$ cat src/rtl/lc3_pkg.sv
// Shared types and default widths for the LC-3 memory-port arbiter.
// Latency: none (declarations only).
// Backpressure: n/a.
package lc3_pkg;

  localparam int LC3_ADDR_W = 16;
  localparam int LC3_DATA_W = 16;

  // Who owns the memory port (last grant, or the read currently returning data)
  typedef enum logic [1:0] {
    OWN_NONE = 2'd0,
    OWN_CPU  = 2'd1,
    OWN_DBG  = 2'd2
  } owner_t;

endpackage

$ cat src/rtl/lc3_arb_pick.sv
// Combinational winner selection between CPU and debug master.
// Latency: 0 cycles (pure combinational).
// Backpressure: a losing requester simply sees no winner for itself.
module lc3_arb_pick
  import lc3_pkg::*;
#(
  parameter int MAX_LOCK = 8
) (
  input  logic       cpu_req,
  input  logic       dbg_req,
  input  logic       dbg_lock,
  input  owner_t     last_owner,
  input  logic [7:0] lock_cnt,
  output owner_t     winner
);

  // Priority chain: lone requester, then bounded debug lock, then alternate owners
  always_comb begin
    winner = OWN_NONE;
    if (cpu_req && !dbg_req) begin
      winner = OWN_CPU;
    end else if (dbg_req && !cpu_req) begin
      winner = OWN_DBG;
    end else if (cpu_req && dbg_req) begin
      if (dbg_lock && (last_owner == OWN_DBG) && (lock_cnt < 8'(MAX_LOCK))) begin
        winner = OWN_DBG;
      end else if (last_owner == OWN_CPU) begin
        winner = OWN_DBG;
      end else begin
        // Covers last_owner == DBG (lock exhausted or off) and NONE (CPU first)
        winner = OWN_CPU;
      end
    end
  end

endmodule

$ cat src/rtl/lc3_mem_arbiter.sv
// Shares one synchronous-read LC-3 memory port between CPU and debug master.
// Latency: grant same cycle as request; read data and rvalid one cycle after grant.
// Backpressure: a requester holds addr/we/wdata until it sees gnt; cpu_stall flags a waiting CPU.
module lc3_mem_arbiter
  import lc3_pkg::*;
#(
  parameter int ADDR_W   = LC3_ADDR_W,
  parameter int DATA_W   = LC3_DATA_W,
  parameter int MAX_LOCK = 8
) (
  input  logic              clk,
  input  logic              reset,
  input  logic              cpu_req,
  input  logic              cpu_we,
  input  logic [ADDR_W-1:0] cpu_addr,
  input  logic [DATA_W-1:0] cpu_wdata,
  output logic              cpu_gnt,
  output logic              cpu_rvalid,
  output logic              cpu_stall,
  input  logic              dbg_req,
  input  logic              dbg_we,
  input  logic [ADDR_W-1:0] dbg_addr,
  input  logic [DATA_W-1:0] dbg_wdata,
  output logic              dbg_gnt,
  output logic              dbg_rvalid,
  input  logic              dbg_lock,
  output logic [DATA_W-1:0] rdata,
  output logic [ADDR_W-1:0] mem_addr,
  output logic [DATA_W-1:0] mem_wdata,
  output logic              mem_we,
  input  logic [DATA_W-1:0] mem_rdata
);

  owner_t     last_owner;
  owner_t     rd_owner;
  logic [7:0] lock_cnt;
  owner_t     pick_winner;
  owner_t     win;
  logic       win_we;

  lc3_arb_pick #(
    .MAX_LOCK(MAX_LOCK)
  ) u_pick (
    .cpu_req   (cpu_req),
    .dbg_req   (dbg_req),
    .dbg_lock  (dbg_lock),
    .last_owner(last_owner),
    .lock_cnt  (lock_cnt),
    .winner    (pick_winner)
  );

  // Effective winner; reset suppresses every grant so nothing reaches memory
  always_comb begin
    win = reset ? OWN_NONE : pick_winner;
  end

  // Grant outputs, stall flag and memory-port mux (idle port parks on CPU inputs)
  always_comb begin
    cpu_gnt   = (win == OWN_CPU);
    dbg_gnt   = (win == OWN_DBG);
    cpu_stall = cpu_req & ~cpu_gnt;
    mem_addr  = cpu_addr;
    mem_wdata = cpu_wdata;
    mem_we    = 1'b0;
    win_we    = 1'b0;
    if (win == OWN_DBG) begin
      mem_addr  = dbg_addr;
      mem_wdata = dbg_wdata;
      mem_we    = dbg_we;
      win_we    = dbg_we;
    end else if (win == OWN_CPU) begin
      mem_we    = cpu_we;
      win_we    = cpu_we;
    end
  end

  // Ownership history, lock run length and pending-read owner
  always_ff @(posedge clk or posedge reset) begin
    if (reset) begin
      last_owner <= OWN_NONE;
      lock_cnt   <= 8'd0;
      rd_owner   <= OWN_NONE;
    end else begin
      if (win != OWN_NONE) begin
        last_owner <= win;
      end
      if (!dbg_lock || (win == OWN_CPU)) begin
        lock_cnt <= 8'd0;
      end else if ((win == OWN_DBG) && (lock_cnt != 8'hFF)) begin
        lock_cnt <= lock_cnt + 8'd1;
      end
      rd_owner <= ((win != OWN_NONE) && !win_we) ? win : OWN_NONE;
    end
  end

  // Read return: rd_owner clears asynchronously, so a reset drops any pending rvalid
  always_comb begin
    cpu_rvalid = (rd_owner == OWN_CPU);
    dbg_rvalid = (rd_owner == OWN_DBG);
    rdata      = mem_rdata;
  end

endmodule
$ cat config.mk
export PLATFORM = sky130hd
export DESIGN_NAME = lc3_mem_arbiter
export DESIGN_NICKNAME = d
export VERILOG_FILES = /design/src/rtl/lc3_pkg.sv /design/src/rtl/lc3_arb_pick.sv /design/src/rtl/lc3_mem_arbiter.sv
export SDC_FILE = /design/constraint.sdc
export NUM_CORES = 1
export LEC_CHECK = 0
export BUFFER_PORTS_ARGS = -buffer_cell sky130_fd_sc_hd__buf_2
export CAP_MARGIN = 15
export CORE_MARGIN = 5
export CORE_UTILIZATION = 36
export CTS_CLUSTER_SIZE = 16
export DETAILED_ROUTE_END_ITERATION = 16
export PLACE_DENSITY = 0.82
export SYNTH_ARGS = -nofsm -noshare
export SYNTH_HDL_FRONTEND = slang
export SYNTH_SLANG_ARGS = --single-unit
$ cat constraint.sdc
create_clock -name clk -period 3.6 [get_ports clk]
set_clock_uncertainty 0.05 [all_clocks]
set_input_delay 0.72 -clock clk [delete_from_list [all_inputs] [get_ports clk]]
set_output_delay 0.72 -clock clk [all_outputs]
set_load 0.02 [all_outputs]
==> results of run 1 <==
[per-layer routing]
metal  global-route usage  wire (um)  vias to the layer above
met4               0.0188         10                        0
met2                0.247       2000                       71
met5                    0          0                        -
met1                0.157       1500                      588
met3               0.0701        489                        2
li1                     -          -                      629
[kinds of logic after synthesis]
family | share of synthesized area
simple gates | 0.149
buf+inv | 0.152
flops | 0.222
fa+ha+maj | 0.00925
mux | 0.352
compound gates | 0.117
[critical path, stage by stage (launching register included)]
cell	delay (ns)
sky130_fd_sc_hd__dfrtp_1	0.41
sky130_fd_sc_hd__or4_4	0.56
sky130_fd_sc_hd__o211a_4	0.30
sky130_fd_sc_hd__or2_4	0.29
sky130_fd_sc_hd__clkinv_4	0.30
sky130_fd_sc_hd__mux2_2	0.39
sky130_fd_sc_hd__buf_2	0.16
[power breakdown]
part	switching (mW)	leakage, nW	internal (mW)
Combinational	0.111	0.771	0.108
Clock	0.0502	0.0216	0.0738
Sequential	0.00331	0.164	0.140
Total	0.165	0.956	0.321
[final cells by class]
class | instances | area, um2 | share of cell area
multi-input combinational | 88 | 847 | 0.469
timing repair buffer | 108 | 541 | 0.299
sequential | 12 | 300 | 0.166
tap | 48 | 60.1 | 0.0333
clock buffer | 3 | 41.3 | 0.0229
inverter | 3 | 16.3 | 0.00901
[flip-flops by register name, summed over array words and instances, names as in the netlist]
name / count
lock_cnt: 8
last_owner: 2
rd_owner: 2
[worst max-delay path by stage]
stage,end,depth (start not counted)
after global routing,mem_wdata[15],6
after global placement,mem_wdata[0],7
after floorplan,mem_addr[10],6
after CTS,mem_wdata[15],6
final,mem_wdata[15],6
after detailed placement,mem_wdata[15],7
[cell usage in the layout (no fill, tap or decap)]
| cell type | Yosys | routed |
|---|---|---|
| sky130_fd_sc_hd__nand3_1 | 4 | 4 |
| sky130_fd_sc_hd__or3b_1 | 1 | 1 |
| sky130_fd_sc_hd__a41o_1 | 1 | 1 |
| sky130_fd_sc_hd__o211a_4 | 1 | 1 |
| sky130_fd_sc_hd__buf_2 | 1 | 108 |
| sky130_fd_sc_hd__nor3_1 | 1 | 1 |
| sky130_fd_sc_hd__nand2b_1 | 3 | 3 |
| sky130_fd_sc_hd__nor2b_1 | 3 | 3 |
| sky130_fd_sc_hd__ha_1 | 1 | 1 |
| sky130_fd_sc_hd__o21ai_0 | 4 | 4 |
| sky130_fd_sc_hd__nand3b_1 | 1 | 1 |
| sky130_fd_sc_hd__a21o_1 | 1 | 1 |
| sky130_fd_sc_hd__o2111ai_1 | 1 | 1 |
| sky130_fd_sc_hd__o31ai_1 | 5 | 5 |
| sky130_fd_sc_hd__a22o_1 | 1 | 1 |
| sky130_fd_sc_hd__inv_1 | 2 | 2 |
| sky130_fd_sc_hd__nand4bb_1 | 1 | 1 |
| sky130_fd_sc_hd__nand2_1 | 5 | 5 |
| sky130_fd_sc_hd__clkinv_4 | 1 | 1 |
| sky130_fd_sc_hd__and3_1 | 1 | 1 |
| sky130_fd_sc_hd__a21oi_1 | 8 | 8 |
| sky130_fd_sc_hd__mux2_2 | 4 | 4 |
| sky130_fd_sc_hd__mux2i_1 | 1 | 1 |
| sky130_fd_sc_hd__mux2_4 | 28 | 28 |
| sky130_fd_sc_hd__or4_4 | 1 | 1 |
| sky130_fd_sc_hd__dfrtp_1 | 12 | 12 |
| sky130_fd_sc_hd__o21a_1 | 1 | 1 |
| sky130_fd_sc_hd__or2_4 | 1 | 1 |
| sky130_fd_sc_hd__nor3b_1 | 1 | 1 |
| sky130_fd_sc_hd__nor4_1 | 1 | 1 |
| sky130_fd_sc_hd__clkbuf_8 | 0 | 3 |
| sky130_fd_sc_hd__or3_1 | 1 | 1 |
| sky130_fd_sc_hd__or4_1 | 5 | 5 |
| sky130_fd_sc_hd__and4_1 | 1 | 1 |
[metrics by stage]
| stage | power, mW | hold WS (ns) | utilization |
|---|---|---|---|
| 2_1_floorplan | 0.322 | 0.410 | - |
| 3_3_place_gp | 0.362 | 0.439 | 0.482 |
| 3_5_place_dp | 0.365 | 0.442 | 0.482 |
| 4_1_cts | 0.491 | 0.453 | 0.493 |
| 5_1_grt | 0.512 | 0.468 | 0.493 |
| 6_report | 0.486 | 0.445 | 0.493 |
==> impl.org, run 1 <==
** Routing
- Drt drc :: 0
- Across all layers, the routed design uses about 1300 vias.
- The pre-antenna-repair detailed-routing pass consisted of 4 iterations.
- For this block, the initial DRC count from the detailed router was 42.
- Vias per Instance :: approximately 5
- The count of nets left with antenna violations once routing finished came out at 0.
- Dividing the detail-routed wire length by the instance count gives approximately 15 um.
- Wires add up to 4.00 mm.

** Clock tree
- Clock sink count :: 12
- CTS built an H-tree with a depth of 1.
- CTS tree :: yes
- The number of hold buffers added after CTS was 0.
- Number of resized instances in the post-cts repair step :: 0
- Number of setup buffers added after CTS :: 0
- No sink is reached through more buffers than the 2 on the longest clock path.
- Number of buffers inserted during clock tree synthesis :: 3
- Clock tree synthesis selected as its root buffer the cell sky130_fd_sc_hd__clkbuf_8.
- After clock tree synthesis, the clock-pin slew on the worst setup and hold paths is roughly 0.05 ns.
- Clock latency at the later pin of the worst-skew pair :: 0.24 ns

** Global route
- The number of antenna violations at the first check in global routing was 0.
- Entering global routing, the biggest net connects 35 pins.
- Residual overflow from global routing :: 0
- The first global-routing pass estimated 5.82 mm of wire.
- Via count of the first global-routing pass :: 1185
- For this run, the total global-route usage over all layers was measured as 0.141.

** Hold path
- The worst hold path begins at last_owner[1]$_DFFE_PP0P_.
- The worst hold path belongs to the class register to register.
- Endpoint of the worst hold path :: last_owner[1]$_DFFE_PP0P_
- Worst Hold Depth :: 2

** STA
- The final hold violation count came to 0.
- Tightest slew margin relative to the limit :: 0.647
- The number of pins with negative max-slew slack in the final report came to 0.
- Slew at the pin with the worst max-slew slack :: between 0.5 and 0.6 ns
- Static timing analysis puts the maximum clock frequency at 291 MHz.
- Final critical-path share of the clock period :: 0.955
- Setup violations remaining at the end of the flow were counted as 0.
- Once routing completed, OpenROAD measured the worst setup slack at ~0.16 ns.
- Unrepaired setup endpoints after global routing :: false
- Minimum clock period :: about 3.4 ns
- Setup total negative slack on the finished layout was measured at 0 ns.

** Place
- Input/output buffers :: around 110
- Counting tap cells, the placed design contains a total of roughly 260 instances.
- Final Wtd Congestion :: 0.801
- Summed over all nets, the half-perimeter wirelength after detailed placement is 3.35 mm.
- Dpl ws :: around 0.38 ns
- In this run the cell area measured after placement is 0.00176 mm2.

** Finish
- Area growth from synthesis to layout :: 33.5%
- Finished Cell Area :: between 0.0015 and 0.002 mm2
- 0 antenna diodes ended up in the layout.
- Number of standard cells in the layout, taps in and fillers out :: 262
- The net count of the finished layout is slightly above 300.
- Share of post-route cells with drive strength above 1 :: 0.687
- Fill cells in the final layout number between 300 and 400.

** Setup path
- STA classifies the critical path endpoint as an output pin.
- Along the worst path, the maximum fanout reaches 34.
- The critical path is of the register to output pin type.
- Worst reg-to-reg setup slack :: ~1.5 ns
- The critical path starts at lock_cnt[4]$_DFFE_PP0P_.
- The number of cells on the worst reg-to-reg path is 4.
- STA classifies the critical path startpoint as a register.
- End of the worst register-to-register path :: lock_cnt[4]$_DFFE_PP0P_
- At the worst endpoint, the required time is about 2.8 ns.
- Reg-to-reg startpoint :: lock_cnt[4]$_DFFE_PP0P_
- WP data arrival :: around 2.7 ns

** Status
- Status :: completed

** Power
- Summed over all cells, the static leakage comes to 0.956 nW.
- The worst-case IR drop observed on VDD is 0.000146 V.
- Power spread over the standard cell area amounts to roughly 270 mW/mm2.

** Die
- In this run the count of I/O pins placed on the die edge is around 140.
- In this run the standard cell core region covers 0.00366 mm2.
- The floorplan step defined a die boundary enclosing 0.00508 mm2.
- Die Wd :: roughly 71 um
- Initial core utilization :: 0.369
- Measured along the y axis, the die boundary spans roughly 71 um.
- Row Count :: 22

** Yosys
- Cells after Synth :: ~120
- Share of the synthesized area in the top cell type :: 0.311
- After synthesis, the cell types taking the most area are sky130_fd_sc_hd__mux2_4, sky130_fd_sc_hd__dfrtp_1, sky130_fd_sc_hd__buf_4.
- Primary FF master, synth :: sky130_fd_sc_hd__dfrtp_1
- Synthesis inferred 12 register bits.
- Async S/R FF share, synth :: 1.00
- EDFF count, synth :: 0
- Synthesis produced a netlist with a net count of around 210.
- Mapped Avg Cell Area :: between 10 and 15 um2
- The share of the Yosys chip area taken by registers is 0.222.
- Post-synth design cell area :: 0.00135 mm2
- Total number of yosys warnings :: 0
- Most repeated cell in the gate-level netlist after synthesis :: sky130_fd_sc_hd__mux2_4
- Area leader, netlist :: sky130_fd_sc_hd__mux2_4
- Distinct cell type count after synthesis :: 36
- Synth top cells by count :: sky130_fd_sc_hd__mux2_4, sky130_fd_sc_hd__buf_4, sky130_fd_sc_hd__dfrtp_1

** Job
- The tool flagged a number of max-cap violations equal to 0.
Power figures use the tool's default switching activity.
==> run 2: changes to the inputs <==
Settings changed: CORE_MARGIN 5 to 2, PLACE_DENSITY 0.82 to not set, PLACE_DENSITY_LB_ADDON set to 0.1.
==> run 2 against run 1 <==
Against the previous run:
- non-clock buffer count did not move
- register-to-register slack gained 0.02 ns
- routed wire length shrank 6.5%
- hold slack better by 0.012 ns
- first-iteration DRC count shrank 36%
- critical path depth did not move
- die area fell by 16%
==> impl.org, run 2 (synthesized netlist as in run 1, its figures left out) <==
** Global route
- The number of antenna violations at the first check in global routing is 0 (unchanged).
- The global routing usage on met2 came to 0.279 (+0.0324).
- The met1 track demand over resource is 0.181 (+0.0241).
- The leftover overflow at the end of global routing is 0 (unchanged).
- The wire length of the first global-routing pass came to 5.40 mm (-7.1%).
- The pin count of the biggest net entering global routing is 35 (unchanged).
- The global routing stage identified its most utilized layer as met2.
- Via count of the first global-routing pass :: 1192 (+0.59%)
- Overall fraction of global-route tracks in use :: 0.160 (+0.0192)
- Met3 Usage GRT :: 0.0514 (-0.0188)

** Routing
- Drt drc :: 0 (unchanged)
- Wire length per cell after detailed routing :: 14.2 um (-6.9%)
- Vias per Instance :: 4.86 (-1.4%)
- Final WL :: 3.74 mm (-6.5%)
- DR pass1 iterations :: 4 (unchanged)
- Vias after detailed routing :: 1277 (-1.0%)
- The violation count after the first detailed-routing iteration came to 27 (-36%).
- The count of antenna-violating nets left after detailed routing came to 0 (unchanged).

** STA
- The achievable frequency is 291 MHz (about the same).
- Final critical-path share of the clock period :: 0.956 (about the same)
- The total negative setup slack was 0 ns (unchanged).
- The final hold violation count was 0 (unchanged).
- Tightest slew margin relative to the limit :: 0.665 (+0.0178)
- Slew at the pin with the worst max-slew slack :: 0.502 ns (-0.0266 ns)
- Setup violators final :: 0 (unchanged)
- The final critical-path required period was 3.44 ns (+0.00147 ns).
- The number of pins with negative max-slew slack in the final report was 0 (unchanged).
- Unrepaired setup endpoints after global routing :: false
- The worst hold margin came to 0.458 ns (+0.0122 ns).

** Die
- Total die area :: 0.00426 mm2 (-16%)
- Chip Height :: 65.3 um (-8.4%)
- Die Wd :: 65.3 um (-8.4%)
- The initial core utilization is 0.372 (+0.00280).
- I/O pins :: 141 (unchanged)
- Row Count :: 22 (unchanged)
- The placeable core area is 0.00363 mm2 (-0.75%).

** Clock tree
- Hold buffer count at CTS :: 0 (unchanged)
- Number of buffers on the longest clock path :: 2 (unchanged)
- The total number of H-tree levels was 1 (unchanged).
- The CTS sink count is 12 (unchanged).
- Number of resized instances in the post-cts repair step :: 0 (unchanged)
- The number of buffers created by CTS came to 3 (unchanged).
- Number of setup buffers added after CTS :: 0 (unchanged)
- Clock latency at the later pin of the worst-skew pair :: 0.24 ns (about the same)
- Clock slew at the register clock pins of the worst setup and hold paths :: 0.06 ns (about the same)
- The tree is rooted in a sky130_fd_sc_hd__clkbuf_8.
- CTS tree :: yes

** Place
- Input/output buffers :: 108 (unchanged)
- Final HPWL from detailed placement :: 3.15 mm (-5.9%)
- Final Wtd Congestion :: 0.777 (-2.9%)

** Power
- The worst vdd rail ir drop was 0.000185 V (+27%).
- P_leak :: 0.963 nW (+0.75%)
- The part of the power in combinational logic is 0.427 (-0.024).
- Sequential cell fraction of total power :: 0.281 (-0.013)
- Share of power burned in the clock network :: 0.292 (+0.037)
- Net Switching :: 0.166 mW (+0.56%)
- The internal power component is 0.344 mW (+7.1%).
- The power density over cell area is 280 mW/mm2 (+4.1%).
- The switching part of the total is 0.325 (-0.0140).

** Finish
- Counting flops per register, the top entry is lock_cnt.
- The count of nets after finishing is 304 (unchanged).
- Most used cells in the layout excluding fill and tap cells :: sky130_fd_sc_hd__buf_2, sky130_fd_sc_hd__mux2_4, sky130_fd_sc_hd__dfrtp_1
- Commonest non-fill, non-tap cell in the layout :: sky130_fd_sc_hd__buf_2
- Flip-flop count of the largest register, all copies and words added :: 8 (unchanged)
- Diode count :: 0 (unchanged)
- The number of inserted filler cells in the final layout came to 374 (+14%).
- The largest registers in the layout are lock_cnt x8, last_owner x2, rd_owner x2.
- The layout cell share with drive strength beyond 1 came to 0.688 (+0.00146).
- Compared with the post-synthesis result, the final layout area differs by 34.5%.

** Setup path
- STA classifies the critical path endpoint as an output pin.
- WP data arrival :: 2.67 ns (about the same)
- The maximum net fanout on the critical path was 34 (unchanged).
- Crit path launch type :: register
- The required time at the endpoint of the critical path was 2.83 ns (about the same).
- Path type of the worst setup path :: register to output pin

** Hold path
- In this run the worst hold path is classified as input pin to asynchronous set/reset pin.

** Status
- Status :: completed

** Job
- The count of max-cap constraint violations was 0 (unchanged).
-- run 2: cell count changes in the layout (fill, tap and decap cells not counted) --
cell                       before  now
sky130_fd_sc_hd__clkbuf_8       3    4
-- run 2: worst max-delay path: stages (launching register included) --
cell and delay, ns:
sky130_fd_sc_hd__dfrtp_1 0.44, sky130_fd_sc_hd__or4_4 0.55, sky130_fd_sc_hd__o211a_4 0.30, sky130_fd_sc_hd__or2_4 0.29, sky130_fd_sc_hd__clkinv_4 0.30, sky130_fd_sc_hd__mux2_2 0.38
sky130_fd_sc_hd__buf_2 0.16
-- run 2: worst paths after layout --
check,startpoint,endpoint,slack (ns),depth (start not counted)
setup / recovery,lock_cnt[5]$_DFFE_PP0P_,mem_addr[15],0.16,6
hold reg to reg,last_owner[1]$_DFFE_PP0P_,last_owner[1]$_DFFE_PP0P_,0.46,2
max in group asynchronous,reset,lock_cnt[0]$_DFFE_PP0P_,2.70,2
hold / removal,reset,lock_cnt[7]$_DFFE_PP0P_,0.46,2
min in group clk,last_owner[1]$_DFFE_PP0P_,last_owner[1]$_DFFE_PP0P_,0.46,2
setup reg to reg,lock_cnt[5]$_DFFE_PP0P_,lock_cnt[3]$_DFFE_PP0P_,1.52,4
-- run 2: metal layers --
metal,up-vias,share of wire
li1,633,-
met1,579,0.38
met2,51,0.51
met3,14,0.085
met4,0,0.021
met5,-,0
-- run 2: power by group through the flow --
stage | Clock (mW) | Sequential, mW | Combinational (mW)
after floorplan | 0 | 0.144 | 0.177
after global placement | 0 | 0.145 | 0.216
after detailed placement | 0 | 0.146 | 0.220
after CTS | 0.154 | 0.143 | 0.220
after global routing | 0.160 | 0.144 | 0.234
final | 0.149 | 0.143 | 0.218
-- run 2: final cells by class --
cell class	count	area, um2	share of cell area
sequential	12	300	0.165
timing repair buffer	108	541	0.297
tap	48	60.1	0.0330
clock buffer	4	55.1	0.0303
inverter	3	16.3	0.00894
multi-input combinational	88	847	0.466
-- run 2: per-stage QoR --
step / area [um2] / cells / total power, mW / setup slack [ns] / util
after floorplan: 1350 / 124 / 0.322 / 0.801 / -
after global placement: 1760 / 259 / 0.362 / 0.418 / 0.486
after detailed placement: 1760 / 259 / 0.365 / 0.377 / 0.486
after CTS: 1820 / 263 / 0.518 / 0.158 / 0.501
after global routing: 1820 / 263 / 0.537 / 0.0762 / 0.501
final: 1820 / 263 / 0.510 / 0.160 / 0.501
